[config.mk]
export PLATFORM = sky130hd
export DESIGN_NAME = axi_wr_chan_demux
export DESIGN_NICKNAME = d
export VERILOG_FILES = /design/src/rtl/axi_wr_demux_pkg.sv /design/src/rtl/axi_wr_beat_ctr.sv /design/src/rtl/axi_wr_chan_demux.sv
export SDC_FILE = /design/constraint.sdc
export NUM_CORES = 1
export LEC_CHECK = 0
export ABC_AREA = 0
export CAP_MARGIN = 20
export CORE_MARGIN = 2
export CORE_UTILIZATION = 30
export CTS_BUF_LIST = sky130_fd_sc_hd__clkbuf_16
export CTS_CLUSTER_DIAMETER = 200
export CTS_CLUSTER_SIZE = 8
export DETAILED_ROUTE_END_ITERATION = 8
export GPL_TIMING_DRIVEN = 0
export HOLD_SLACK_MARGIN = 0.15
export PLACE_DENSITY = 0.54
export SYNTH_ARGS = -nofsm -noshare
export SYNTH_HDL_FRONTEND = slang
export SYNTH_HIERARCHICAL = 1
export SYNTH_SLANG_ARGS = --single-unit
[constraint.sdc]
create_clock -name clk -period 3 [get_ports clk]
set_input_delay 0.6 -clock clk [delete_from_list [all_inputs] [get_ports clk]]
set_output_delay 0.6 -clock clk [all_outputs]
set_load 0.005 [all_outputs]
[src/rtl/axi_wr_demux_pkg.sv]
// Shared types and constants for the AXI write-channel demux.
// The channel field is range-checked at its full 4-bit width so that addresses beyond NUM_CH are flagged.
package axi_wr_demux_pkg;

   typedef enum logic [3:0] {
      IDLE  = 4'b0001,
      DATA  = 4'b0010,
      DRAIN = 4'b0100,
      RESP  = 4'b1000
   } state_t;

   localparam logic [1:0] BURST_FIXED = 2'b00;
   localparam logic [1:0] BURST_INCR  = 2'b01;
   localparam logic [1:0] BURST_WRAP  = 2'b10;

   localparam logic [1:0] RESP_OKAY   = 2'b00;
   localparam logic [1:0] RESP_SLVERR = 2'b10;

   localparam int unsigned CH_FIELD_W = 4;

   function automatic int unsigned clog2(input int unsigned n);
      int unsigned r;
      r = 0;
      for (int unsigned i = 0; i < 32; i++) begin
         if ((32'd1 << i) < n) r = i + 1;
      end
      return r;
   endfunction

endpackage

[src/rtl/axi_wr_beat_ctr.sv]
// Beat counter and FIFO index generator for one write burst.
// The index holds in FIXED mode; last flags the beat whose count equals awlen.
module axi_wr_beat_ctr #(
   parameter int unsigned INDEX_W = 10
) (
   input  logic               clk,
   input  logic               reset,
   input  logic               load,
   input  logic [INDEX_W-1:0] load_idx,
   input  logic [7:0]         load_len,
   input  logic               load_fixed,
   input  logic               inc,
   output logic [INDEX_W-1:0] idx,
   output logic               last
);

   logic [7:0] cnt;
   logic [7:0] len;
   logic       fixed_q;

   always_ff @(posedge clk or negedge reset) begin
      if (!reset) begin
         cnt     <= '0;
         len     <= '0;
         idx     <= '0;
         fixed_q <= 1'b0;
      end else if (load) begin
         cnt     <= '0;
         len     <= load_len;
         idx     <= load_idx;
         fixed_q <= load_fixed;
      end else if (inc) begin
         cnt <= cnt + 8'd1;
         if (!fixed_q) idx <= idx + INDEX_W'(1);
      end
   end

   assign last = (cnt == len);

endmodule

[src/rtl/axi_wr_chan_demux.sv]
// AXI4 write slave that steers each burst into one of NUM_CH encoder FIFOs,
// selected by an address field, with SLVERR for illegal or malformed bursts.
module axi_wr_chan_demux
   import axi_wr_demux_pkg::*;
#(
   parameter  int unsigned DATA_W  = 32,
   parameter  int unsigned ID_W    = 4,
   parameter  int unsigned NUM_CH  = 4,
   parameter  int unsigned CH_LSB  = 12,
   parameter  int unsigned INDEX_W = 10,
   localparam int unsigned STRB_W  = DATA_W / 8,
   localparam int unsigned CH_W    = (clog2(NUM_CH) < 1) ? 1 : clog2(NUM_CH)
) (
   input  logic               clk,
   input  logic               reset,
   input  logic [ID_W-1:0]    axs_s0_awid,
   input  logic [31:0]        axs_s0_awaddr,
   input  logic [7:0]         axs_s0_awlen,
   input  logic [2:0]         axs_s0_awsize,
   input  logic [1:0]         axs_s0_awburst,
   input  logic               axs_s0_awvalid,
   output logic               axs_s0_awready,
   input  logic [DATA_W-1:0]  axs_s0_wdata,
   input  logic [STRB_W-1:0]  axs_s0_wstrb,
   input  logic               axs_s0_wlast,
   input  logic               axs_s0_wvalid,
   output logic               axs_s0_wready,
   input  logic               axs_s0_bready,
   output logic [ID_W-1:0]    axs_s0_bid,
   output logic [1:0]         axs_s0_bresp,
   output logic               axs_s0_bvalid,
   input  logic [NUM_CH-1:0]  fifo_full,
   output logic [NUM_CH-1:0]  fifo_clr,
   output logic [NUM_CH-1:0]  fifo_push,
   output logic [CH_W-1:0]    ch_sel,
   output logic [DATA_W-1:0]  wdata,
   output logic [STRB_W-1:0]  wstrb,
   output logic [INDEX_W-1:0] index
);

   state_t              state;
   logic [ID_W-1:0]     id_q;
   logic [CH_W-1:0]     ch_q;
   logic                err_q;
   logic [NUM_CH-1:0]   ch_dec;
   logic [NUM_CH-1:0]   aw_dec;
   logic [CH_W-1:0]     aw_ch;
   logic [CH_FIELD_W-1:0] aw_ch_field;
   logic                aw_err;
   logic                aw_off_zero;
   logic                aw_hs;
   logic                beat_hs;
   logic [INDEX_W-1:0]  ctr_idx;
   logic                ctr_last;
   logic                addr_unused;

   assign aw_ch_field = axs_s0_awaddr[CH_LSB +: CH_FIELD_W];
   assign aw_ch       = axs_s0_awaddr[CH_LSB +: CH_W];
   assign aw_off_zero = (axs_s0_awaddr[CH_LSB-1:0] == '0);
   assign aw_err      = (32'(aw_ch_field) >= NUM_CH) || (axs_s0_awburst == BURST_WRAP)
                     || (axs_s0_awsize != 3'(clog2(STRB_W)));
   assign addr_unused = ^{axs_s0_awaddr[1:0], axs_s0_awaddr[31:CH_LSB+CH_FIELD_W]};

   always_comb begin
      ch_dec = '0;
      aw_dec = '0;
      for (int unsigned i = 0; i < NUM_CH; i++) begin
         ch_dec[i] = (ch_q == CH_W'(i));
         aw_dec[i] = (aw_ch == CH_W'(i));
      end
   end

   assign axs_s0_awready = (state == IDLE);
   assign axs_s0_bvalid  = (state == RESP);
   assign axs_s0_bid     = id_q;
   assign axs_s0_bresp   = (axs_s0_bvalid && err_q) ? RESP_SLVERR : RESP_OKAY;
   assign axs_s0_wready  = ((state == DATA) && !(|(fifo_full & ch_dec))) || (state == DRAIN);
   assign aw_hs          = (state == IDLE) && axs_s0_awvalid;
   assign beat_hs        = axs_s0_wvalid && axs_s0_wready;
   assign ch_sel         = ch_q;

   axi_wr_beat_ctr #(.INDEX_W(INDEX_W)) u_beat_ctr (
      .clk        (clk),
      .reset      (reset),
      .load       (aw_hs),
      .load_idx   (axs_s0_awaddr[INDEX_W+1:2]),
      .load_len   (axs_s0_awlen),
      .load_fixed (axs_s0_awburst == BURST_FIXED),
      .inc        (beat_hs),
      .idx        (ctr_idx),
      .last       (ctr_last)
   );

   always_ff @(posedge clk or negedge reset) begin
      if (!reset) begin
         state     <= IDLE;
         id_q      <= '0;
         ch_q      <= '0;
         err_q     <= 1'b0;
         fifo_clr  <= '0;
         fifo_push <= '0;
         wdata     <= '0;
         wstrb     <= '0;
         index     <= '0;
      end else begin
         fifo_clr  <= '0;
         fifo_push <= '0;
         case (state)
            IDLE: begin
               if (axs_s0_awvalid) begin
                  id_q  <= axs_s0_awid;
                  ch_q  <= aw_ch;
                  err_q <= aw_err;
                  state <= aw_err ? DRAIN : DATA;
                  if (!aw_err && aw_off_zero) fifo_clr <= aw_dec;
               end
            end
            DATA, DRAIN: begin
               if (beat_hs) begin
                  if (state == DATA) begin
                     wdata     <= axs_s0_wdata;
                     wstrb     <= axs_s0_wstrb;
                     index     <= ctr_idx;
                     fifo_push <= ch_dec;
                  end
                  // Burst length follows awlen; a misplaced wlast only flags the error.
                  if (axs_s0_wlast != ctr_last) err_q <= 1'b1;
                  if (ctr_last) state <= RESP;
               end
            end
            RESP: begin
               if (axs_s0_bready) begin
                  err_q <= 1'b0;
                  state <= IDLE;
               end
            end
            default: state <= IDLE;
         endcase
      end
   end

endmodule

==> reports/qor.txt <==
Status - finished clean
Synth top area share - 0.5447
Vias in the first global route - 3026
Worst hold path class - in -> async
Gate power share - 0.270
Initial Utilization - 0.3047
Syn. warnings - 6
Row cnt - 43
Clock skew - 0.007260 ns
Net Sw Power - 1.114 mW
Unrepaired setup endpoints after global routing - no
DP Area - 0.005852 mm2
Multi-input gate area - 0.001688 mm2
CTS Root Cell - clkbuf_16
Synth area leader - dfrtp_1
Synth Instances - 331
P&R area growth vs syn - 46.78%
Die W - 122.0 um
Clock Power Share - 0.275
Min cycle time layout - 2.868 ns
Max cap viols - 0
DIE HEIGHT - 122.0 um
Input/output buffers - 142
Iter 0 DRT Violations - 156
Grt ovf - 0
Top_reg_cell synth - dfrtp_1
Syn Nets - 428
# nets final - 584
Vias per cell - 4.629
Required time of the critical path - 3.26 ns
Asr flop ratio synth - 1.000
Leakage power - 2.679 nW
Synthesis-stage register bit count - 92
Slew Limit Fails - 0
Tightest Pin Transition - 0.5490 ns
First-pass DRT Iterations - 5
Num ports - 160
Sequential share of the synthesized area - 0.5510
Startpoint types - input port
Diode count - 0
Antenna violations before repair - 0
Post-DP HPWL - 7769 um
Cell area power density - 604.5 mW/mm2
Part of the power in registers - 0.456
Largest net degree at the start of global routing - 54
Clock latency on the worst-skew pair - 0.34 ns
Worst VDD drop - 0.2897 mV
Hold Violations, Final - 0
Smallest hold slack - 0.2416 ns
Total wire length after detailed routing - 10430 um
Avg WL per Cell - 15.52 um
Setup violators final - 0
F_max - 0.3486 GHz
First-pass GRT wire length - 16100 um
Post-layout power - 3.709 mW
Filler Cells Inserted - 1262
Core Region - 0.01372 mm2
Synth unique cells - 52
GRT Total Usage - 0.1434
Max Root-Sink Buffers - 2
Clk sinks - 92
Slew HR - 0.6288
Final period util - 0.9561
Switching Share - 0.3004
Critical path type - in -> reg
Final RePlAce weighted congestion - 0.7777
Crit path DAT - 3.13 ns
Top post-synthesis cells by area - dfrtp_1, mux2_2, nand2_1, mux2_4, xnor2_1
Clock slew at reported path FFs - 0.06 ns
Post-synth EDFFs - 0
Most frequent cells in the layout - clkdlybuf4s50_1, dfrtp_1, mux2_2
Avg Inst Size Synth - 12.63 um2
Final worst slack - 0.1317 ns
Drt drc - 0
Commonest non-fill, non-tap cell in the layout - clkdlybuf4s50_1
P_int - 2.595 mW
CP Max Fanout - 9
Place WS - -0.2196 ns
# H-tree levels - 3
Detailed-route via count - 3111
Die ar. - 0.01490 mm2
Design Area, Final - 0.006136 mm2
Share of layout cells above drive strength 1 - 0.1890
CTS tree - built
Critical Path End Type - flop
CTS Buf Count - 9
FF+latch area - 0.002303 mm2
Synthesized cell area - 0.004180 mm2
Routed Antenna Nets - 0
==> state kept, by name (all words and copies together), names as in the netlist, 8 cells and up <==
name and flops:
u_beat_ctr/idx 10, u_beat_ctr/cnt 8, index 10, wdata 32
u_beat_ctr/len 8
==> stage by stage <==
stage | TNS, ns | instances | util
2_1_floorplan | 0 | 331 | -
3_5_place_dp | -1.335 | 654 | 0.4265
5_1_grt | 0 | 672 | 0.4472
4_1_cts | 0 | 672 | 0.4466
3_3_place_gp | -202.98 | 653 | 0.4247
6_report | 0 | 672 | 0.4472
==> power groups by stage <==
| stage | clock network, mW | logic (mW) | registers, mW |
|---|---|---|---|
| after CTS | 1.06 | 1.01 | 1.69 |
| after detailed placement | 0 | 0.989 | 1.71 |
| final | 1.02 | 1.00 | 1.69 |
| after floorplan | 0 | 0.557 | 1.66 |
| after global placement | 0 | 0.961 | 1.70 |
| after global routing | 1.11 | 1.12 | 1.73 |
==> worst max-delay path, stage by stage <==
cell,delay [ns]
clkdlybuf4s50_1,0.40
mux4_2,0.53
o21a_1,0.22
nor2_2,0.14
buf_4,0.13
and2_1,0.13
buf_6,0.15
nand3b_4,0.13
or4_1,0.51
a31oi_1,0.18
==> final cells by class <==
type	instances	area share
clock buffers	9	0.03670
repair buffers	145	0.2380
plain buffers	16	0.02773
clock inverters	7	0.005506
inverters	8	0.004894
flip-flops and latches	92	0.3754
well taps	180	0.03670
multi-input cells	215	0.2751
==> cell usage after synthesis, types with 4 or more instances <==
library cell  number
mux2_4             7
o211ai_1           4
nor2_1            14
a21oi_1            5
nand2_1           30
o21ai_0           12
nand4_1            5
nand3_1           10
xnor2_1           12
mux2_2            49
or4_1              8
dfrtp_1           91
inv_1              8
clkbuf_1           4
buf_12             5
nor3_1             4
nor4b_1            4
==> path summary, 6_finish.rpt <==
check,cells after the start,slack (ns),start,endpoint
setup / recovery,10,0.13,fifo_full[3],u_beat_ctr/idx[8]
hold / removal,1,0.24,reset,wdata[11]
setup reg to reg,9,0.24,ch_sel[0],u_beat_ctr/idx[8]
hold reg to reg,2,0.47,axs_s0_bid[2],axs_s0_bid[2]
max in group asynchronous,2,2.11,reset,index[0]
min in group clk,2,0.47,axs_s0_bid[2],axs_s0_bid[2]
==> metal layers <==
| metal | global-route usage | part of all wire |
|---|---|---|
| met1 | 0.1915 | 0.46 |
| met5 | 0 | 0 |
| met4 | 0.06681 | 0.020 |
| met2 | 0.2179 | 0.44 |
| met3 | 0.03699 | 0.085 |
==> cells by family after synthesis <==
group	share of synthesized area
adder cells (fa/ha/maj)	0.005985
AO/OA/AOI/OAI	0.05418
buffers and inverters	0.04789
AND/OR/NAND/NOR	0.1413
XOR/XNOR	0.03143
other	0.0008971
flip-flops	0.5510
multiplexers	0.1673
==> what timing repair did <==
item	in CTS	in global routing
hold buffers	0	0
endpoints found under the setup margin	1	1
gates resized for setup	2	1
setup buffers	2	0
pin swaps	1	0
(Power assumes the default switching activity.)
